`src/rtl/uart_pkg.sv`:
```
// Shared UART definitions: transmitter state encoding, parity encoding and
// the default word/prescale widths used by both the transmitter and receiver.
package uart_pkg;

  localparam int unsigned DefaultDwidth = 8;
  localparam int unsigned DefaultPwidth = 6;

  // parity_type encoding
  localparam logic ParityEven = 1'b0;
  localparam logic ParityOdd  = 1'b1;

  typedef enum logic [2:0] {
    StIdle   = 3'd0,
    StStart  = 3'd1,
    StData   = 3'd2,
    StParity = 3'd3,
    StStop   = 3'd4
  } tx_state_e;

endpackage

```
`src/rtl/tx_baud_counter.sv`:
```
// Bit-period counter plus data bit index for the UART transmitter.
// The counter runs 0..P-1 while enabled (prescale of 0 behaves as 1) and
// pulses bit_done on the last cycle of each bit period. The bit index steps on
// bit_done only while index counting is enabled, wrapping after DWIDTH-1.
module tx_baud_counter #(
  parameter int unsigned DWIDTH = 8,
  parameter int unsigned PWIDTH = 6,
  parameter int unsigned IWIDTH = 3
) (
  input  logic              clk,
  input  logic              rst,
  input  logic              i_en,
  input  logic              i_idx_en,
  input  logic [PWIDTH-1:0] i_prescale,
  output logic              o_bit_done,
  output logic [IWIDTH-1:0] o_bit_index
);

  localparam logic [IWIDTH-1:0] LastIdx = IWIDTH'(DWIDTH - 1);

  logic [PWIDTH-1:0] r_cnt;
  logic [IWIDTH-1:0] r_idx;
  logic [PWIDTH-1:0] w_cnt_max;
  logic              w_last;

  // Terminal count of the bit period; a zero prescale collapses to one cycle
  always_comb begin
    w_cnt_max = (i_prescale == '0) ? '0 : (i_prescale - PWIDTH'(1));
    w_last    = (r_cnt == w_cnt_max);
  end

  assign o_bit_done  = i_en & w_last;
  assign o_bit_index = r_idx;

  // Counter and index registers; both held at zero while disabled
  always_ff @(posedge clk or negedge rst) begin
    if (!rst) begin
      r_cnt <= '0;
      r_idx <= '0;
    end else if (!i_en) begin
      r_cnt <= '0;
      r_idx <= '0;
    end else if (w_last) begin
      r_cnt <= '0;
      if (i_idx_en) begin
        r_idx <= (r_idx == LastIdx) ? '0 : (r_idx + IWIDTH'(1));
      end
    end else begin
      r_cnt <= r_cnt + PWIDTH'(1);
    end
  end

endmodule

```
`src/rtl/uart_tx.sv`:
```
// UART transmitter: accepts a parallel word in IDLE and shifts out
// start, DWIDTH data bits (LSB first), optional parity and one stop bit,
// each held for the latched prescale number of clk cycles.
// s_data and busy come straight from flops; their next values are decoded
// from the next state so the start bit appears one cycle after acceptance.
module uart_tx
  import uart_pkg::*;
#(
  parameter int unsigned DWIDTH = DefaultDwidth,
  parameter int unsigned PWIDTH = DefaultPwidth
) (
  input  logic              clk,
  input  logic              rst,
  input  logic [DWIDTH-1:0] p_data,
  input  logic              data_valid,
  input  logic              parity_en,
  input  logic              parity_type,
  input  logic [PWIDTH-1:0] prescale,
  output logic              s_data,
  output logic              busy
);

  localparam int unsigned IWIDTH = (DWIDTH > 1) ? $clog2(DWIDTH) : 1;
  localparam logic [IWIDTH-1:0] LastIdx = IWIDTH'(DWIDTH - 1);

  tx_state_e         r_state;
  tx_state_e         w_state_next;
  logic [DWIDTH-1:0] r_data;
  logic              r_parity_en;
  logic              r_parity_type;
  logic [PWIDTH-1:0] r_prescale;
  logic              r_s_data;
  logic              r_busy;

  logic              w_accept;
  logic              w_cnt_en;
  logic              w_idx_en;
  logic              w_bit_done;
  logic [IWIDTH-1:0] w_bit_index;
  logic [IWIDTH-1:0] w_idx_next;
  logic              w_parity;
  logic              w_s_data_next;
  logic              w_busy_next;

  assign w_accept = (r_state == StIdle) && data_valid;
  assign w_cnt_en = (r_state != StIdle);
  assign w_idx_en = (r_state == StData);

  tx_baud_counter #(
    .DWIDTH (DWIDTH),
    .PWIDTH (PWIDTH),
    .IWIDTH (IWIDTH)
  ) u_baud (
    .clk         (clk),
    .rst         (rst),
    .i_en        (w_cnt_en),
    .i_idx_en    (w_idx_en),
    .i_prescale  (r_prescale),
    .o_bit_done  (w_bit_done),
    .o_bit_index (w_bit_index)
  );

  // Capture the word and its framing options at acceptance only
  always_ff @(posedge clk or negedge rst) begin
    if (!rst) begin
      r_data        <= '0;
      r_parity_en   <= 1'b0;
      r_parity_type <= 1'b0;
      r_prescale    <= '0;
    end else if (w_accept) begin
      r_data        <= p_data;
      r_parity_en   <= parity_en;
      r_parity_type <= parity_type;
      r_prescale    <= prescale;
    end
  end

  // State register and registered line outputs
  always_ff @(posedge clk or negedge rst) begin
    if (!rst) begin
      r_state  <= StIdle;
      r_s_data <= 1'b1;
      r_busy   <= 1'b0;
    end else begin
      r_state  <= w_state_next;
      r_s_data <= w_s_data_next;
      r_busy   <= w_busy_next;
    end
  end

  // Next-state logic; every non-idle state advances only on bit_done
  always_comb begin
    w_state_next = r_state;
    case (r_state)
      StIdle: begin
        if (data_valid) w_state_next = StStart;
      end
      StStart: begin
        if (w_bit_done) w_state_next = StData;
      end
      StData: begin
        if (w_bit_done && (w_bit_index == LastIdx)) begin
          w_state_next = r_parity_en ? StParity : StStop;
        end
      end
      StParity: begin
        if (w_bit_done) w_state_next = StStop;
      end
      StStop: begin
        if (w_bit_done) w_state_next = StIdle;
      end
      default: w_state_next = StIdle;
    endcase
  end

  // Parity over the latched word; odd parity is the inverse of even
  always_comb begin
    w_parity = ^r_data;
    unique case (r_parity_type)
      ParityEven: w_parity = ^r_data;
      ParityOdd:  w_parity = ~^r_data;
    endcase
  end

  // Next line value: decode the bit that will be on the wire after this edge
  always_comb begin
    w_idx_next = w_bit_index;
    if ((r_state == StData) && w_bit_done) begin
      w_idx_next = w_bit_index + IWIDTH'(1);
    end
    w_s_data_next = 1'b1;
    case (w_state_next)
      StStart:  w_s_data_next = 1'b0;
      StData:   w_s_data_next = r_data[w_idx_next];
      StParity: w_s_data_next = w_parity;
      default:  w_s_data_next = 1'b1;
    endcase
    w_busy_next = (w_state_next != StIdle);
  end

  assign s_data = r_s_data;
  assign busy   = r_busy;

endmodule

```
`config.mk`:
```
export PLATFORM = sky130hd
export DESIGN_NAME = uart_tx
export DESIGN_NICKNAME = d
export VERILOG_FILES = /design/src/rtl/uart_pkg.sv /design/src/rtl/tx_baud_counter.sv /design/src/rtl/uart_tx.sv
export SDC_FILE = /design/constraint.sdc
export NUM_CORES = 1
export LEC_CHECK = 0
export BUFFER_PORTS_ARGS = -buffer_cell sky130_fd_sc_hd__buf_2
export CAP_MARGIN = 20
export CORE_MARGIN = 1
export CORE_UTILIZATION = 30
export CTS_CLUSTER_SIZE = 14
export DETAILED_ROUTE_END_ITERATION = 6
export MAX_ROUTING_LAYER = met4
export SLEW_MARGIN = 40
export SYNTH_ARGS = -nofsm -noshare
export SYNTH_HDL_FRONTEND = slang
export SYNTH_SLANG_ARGS = --single-unit
```
`constraint.sdc`:
```
create_clock -name clk -period 5.3 [get_ports clk]
set_clock_uncertainty 0.1 [all_clocks]
set_input_delay 1.06 -clock clk [delete_from_list [all_inputs] [get_ports clk]]
set_output_delay 1.06 -clock clk [all_outputs]
set_load 0.005 [all_outputs]
```
==> reports/qor.yml <==
critical_path:
  path_cells: "inv_1 -> ha_1 -> nor3b_1 -> o21ai_0 -> xor2_1 -> a2111oi_4 -> o211ai_1 -> a32oi_2 -> inv_1 -> or3_1"
  crit_type: "reg -> reg"
  crit_fanout: 5
  worst_ep_required_time_ps: 5360
  critPathMostFrequentCell: "inv_1"
  slowest_stage: "a2111oi_4"
  r2r-start: "r_prescale[0]"
  ff2ff_setup_slack_ps: 2290
  crit_arrival_ps: 3070
  r2r_end: "busy"
  end_kind: "flip-flop"
  max_stage_delay_ps: 460
  ff2ff_path_depth: 10
  worst_setup_path_start_kind: "flip-flop"
power_and_ir_drop:
  max-vdd-ir-drop_v: 0.0000957
  p_seq_frac: 0.532
  p_sw_mw: 0.0920
  switching_share: 0.214
  power_density_mw_per_mm2: 212
  power.clock.fraction: 0.443
  p_comb_frac: 0.025
  p_leak_nw: 0.901
  p_int_mw: 0.338
floorplanning:
  fp.dieArea_sq_mm: 0.00624
  io_pins: 21
  dieHeight_microns: 79.0
  die_w_microns: 79.0
  rows: 27
  start_util: 0.317
  core_sq_mm: 0.00561
global_route:
  grt_use_total: 0.125
  grt_max_degree: 31
  grt_pass1_wl_microns: 5890
  grt_overflow_total: 0
  antenna_found_initial: 0
  grt_pass1_vias: 1265
clocking:
  clock_latency_ps: 280
  clockRootBuffer: "clkbuf_8"
  cts_tree: "done"
  cts_buffers: 5
  clockBufferDepth: 2
  cts-resized-gates: 0
  hold_buffers: 0
  postCtsSetupBuffers: 0
  h-tree-depth: 2
  path_clk_slew_ps: 60
  clock_sinks: 30
timing:
  final_max_slew_viol_count: 0
  rsz0062_at_grt: "false"
  finalCritPeriodShare: 0.568
  worst_slew_pin_slew_ps: 660
  relSlewSlack: 0.560
  hold_viol: 0
  setup_tns_ps: 0
  layout_min_cycle_time_ps: 3010
  setup_violations: 0
  fmax_mhz: 332
placed_design:
  hpwlAfterDp_microns: 2410
  io_buffers: 20
  place_area_sq_mm: 0.00194
  place.gp.congestion: 0.809
synth:
  synth_common_cells: "dfrtp_1, mux2_2, nand2_1, nor2_1, xnor2_1"
  async_flop_share: 1.00
  ys_types: 40
  synth_ff_type: "dfrtp_1"
  synth.area.top_cells: "dfrtp_1, mux2_2, mux2i_1, xnor2_1, xor2_1"
  yosysSeqAreaShare: 0.423
  avgSynthCellArea_sq_um: 10.5
  synth-edff-count: 0
  yosys_warnings: 0
  synth-seq-cells: 30
  syn-cell-area_sq_mm: 0.00178
  postSynthCellCount: 169
  yosysTopAreaCell: "dfrtp_1"
  synth_fp_nets: 192
  yosysMostFrequentCell: "dfrtp_1"
  yosysTopAreaCellShare: 0.408
hold_path:
  hold_start: "u_baud.r_cnt[0]"
  whs_endpoint: "u_baud.r_cnt[0]"
  hold_depth: 1
  hold_path.class: "reg -> reg"
outcome:
  status: "completed"
detailed_routing:
  dr.pass1.iters: 4
  met1_length_microns: 1680
  wl_met2_microns: 1400
  antenna_left: 0
  via_count: 1242
  finalWirelength_microns: 3260
  wl_per_cell_microns: 12.3
  drt_iter0_drc: 37
  dr.max_layer_used: "met4"
  post_drt_via_cell_ratio: 4.70
  remaining_drc_errors: 0
  wl_met3_microns: 111
cells_and_area:
  synthToLayoutAreaGrowth_pct: 14.3
  drive_above_1_share: 0.276
  nets: 214
  final_area_sq_mm: 0.00203
  antennaDiodeCount: 0
flow_run:
  maxCapViolations: 0
worst max-delay path by stage:
stage	cells past startpoint	end	startpoint	slack (ps)
floorplan	8	busy	r_prescale[2]	2570
global placement	10	busy	r_prescale[0]	2390
detailed placement	10	busy	r_prescale[0]	2290
CTS	10	busy	r_prescale[0]	2300
global route	10	busy	r_prescale[0]	1970
finish	10	busy	r_prescale[0]	2290
critical path, delay by kind of cell, from the launching register on:
kind | cells | cell delay [ps]
fa+ha+maj | 1 | 190
flops | 1 | 410
compound gates | 4 | 1080
xor+xnor | 1 | 200
buf+inv | 2 | 200
simple gates | 2 | 710
flip-flops by register name, indices dropped and copies added, names as in the netlist:
name,count
u_baud.o_bit_index,3
r_prescale,6
u_baud.r_cnt,6
r_parity_type,1
r_state,3
s_data,1
r_parity_en,1
busy,1
r_data,8
logic make-up after synthesis:
| family | Yosys count | share of synthesized area |
|---|---|---|
| and+or+nand+nor | 51 | 0.151 |
| DFF | 30 | 0.423 |
| AOI/OAI and AO/OA | 29 | 0.128 |
| muxes | 25 | 0.150 |
| xor gates and xnor gates | 18 | 0.0886 |
| buffers and inverters | 12 | 0.0309 |
| adders and majority gates | 4 | 0.0281 |
per-layer routing:
layer,GRT usage,vias to the layer above
met4,0.0545,0
li1,-,637
met1,0.163,581
met3,0.0299,6
met5,-,-
met2,0.184,18
power by group through the flow:
stage / Sequential (mW) / Clock, mW / Combinational (mW)
after detailed placement: 0.233 / 0 / 0.0112
final: 0.229 / 0.191 / 0.0106
after global placement: 0.233 / 0 / 0.0112
after CTS: 0.229 / 0.198 / 0.0113
after global routing: 0.229 / 0.212 / 0.0124
after floorplan: 0.233 / 0 / 0.000110
placed cells by master, fill, tap and decap left out, types with 2 or more instances in the layout:
| master | Yosys | final |
|---|---|---|
| clkbuf_8 | 1 | 6 |
| xor2_1 | 6 | 6 |
| or3_1 | 2 | 2 |
| nand2_1 | 13 | 13 |
| a21oi_1 | 4 | 4 |
| ha_1 | 4 | 4 |
| a21oi_2 | 2 | 2 |
| xnor2_1 | 12 | 12 |
| a22oi_1 | 2 | 2 |
| mux2_2 | 14 | 14 |
| nor3b_1 | 2 | 2 |
| dfrtp_1 | 29 | 29 |
| inv_1 | 7 | 7 |
| nor2_1 | 13 | 13 |
| nand3_1 | 3 | 3 |
| a211oi_1 | 4 | 4 |
| mux2i_1 | 11 | 11 |
| buf_2 | 0 | 20 |
| o21ai_0 | 8 | 8 |
| and3_1 | 4 | 3 |
| nor3_1 | 2 | 2 |
| nor2b_1 | 4 | 4 |
layout make-up:
cell class	instances	area [sq um]
inverters	7	26.3
clock buffers	7	86.3
repair buffers	20	100
clock inverters	1	5.00
flip-flops and latches	30	752
well taps	72	90.1
fillers	589	3570
multi-input cells	127	973
metrics by stage:
step	std cells	setup WS (ps)	utilization	hold slack (ps)	power, mW
2_1_floorplan	169	2570	-	376	0.233
3_3_place_gp	256	2390	0.346	399	0.244
3_5_place_dp	256	2290	0.346	419	0.244
4_1_cts	264	2300	0.362	428	0.439
5_1_grt	264	1970	0.363	444	0.453
6_report	264	2290	0.363	427	0.430
Note: power is estimated with default switching activity, not from simulation.
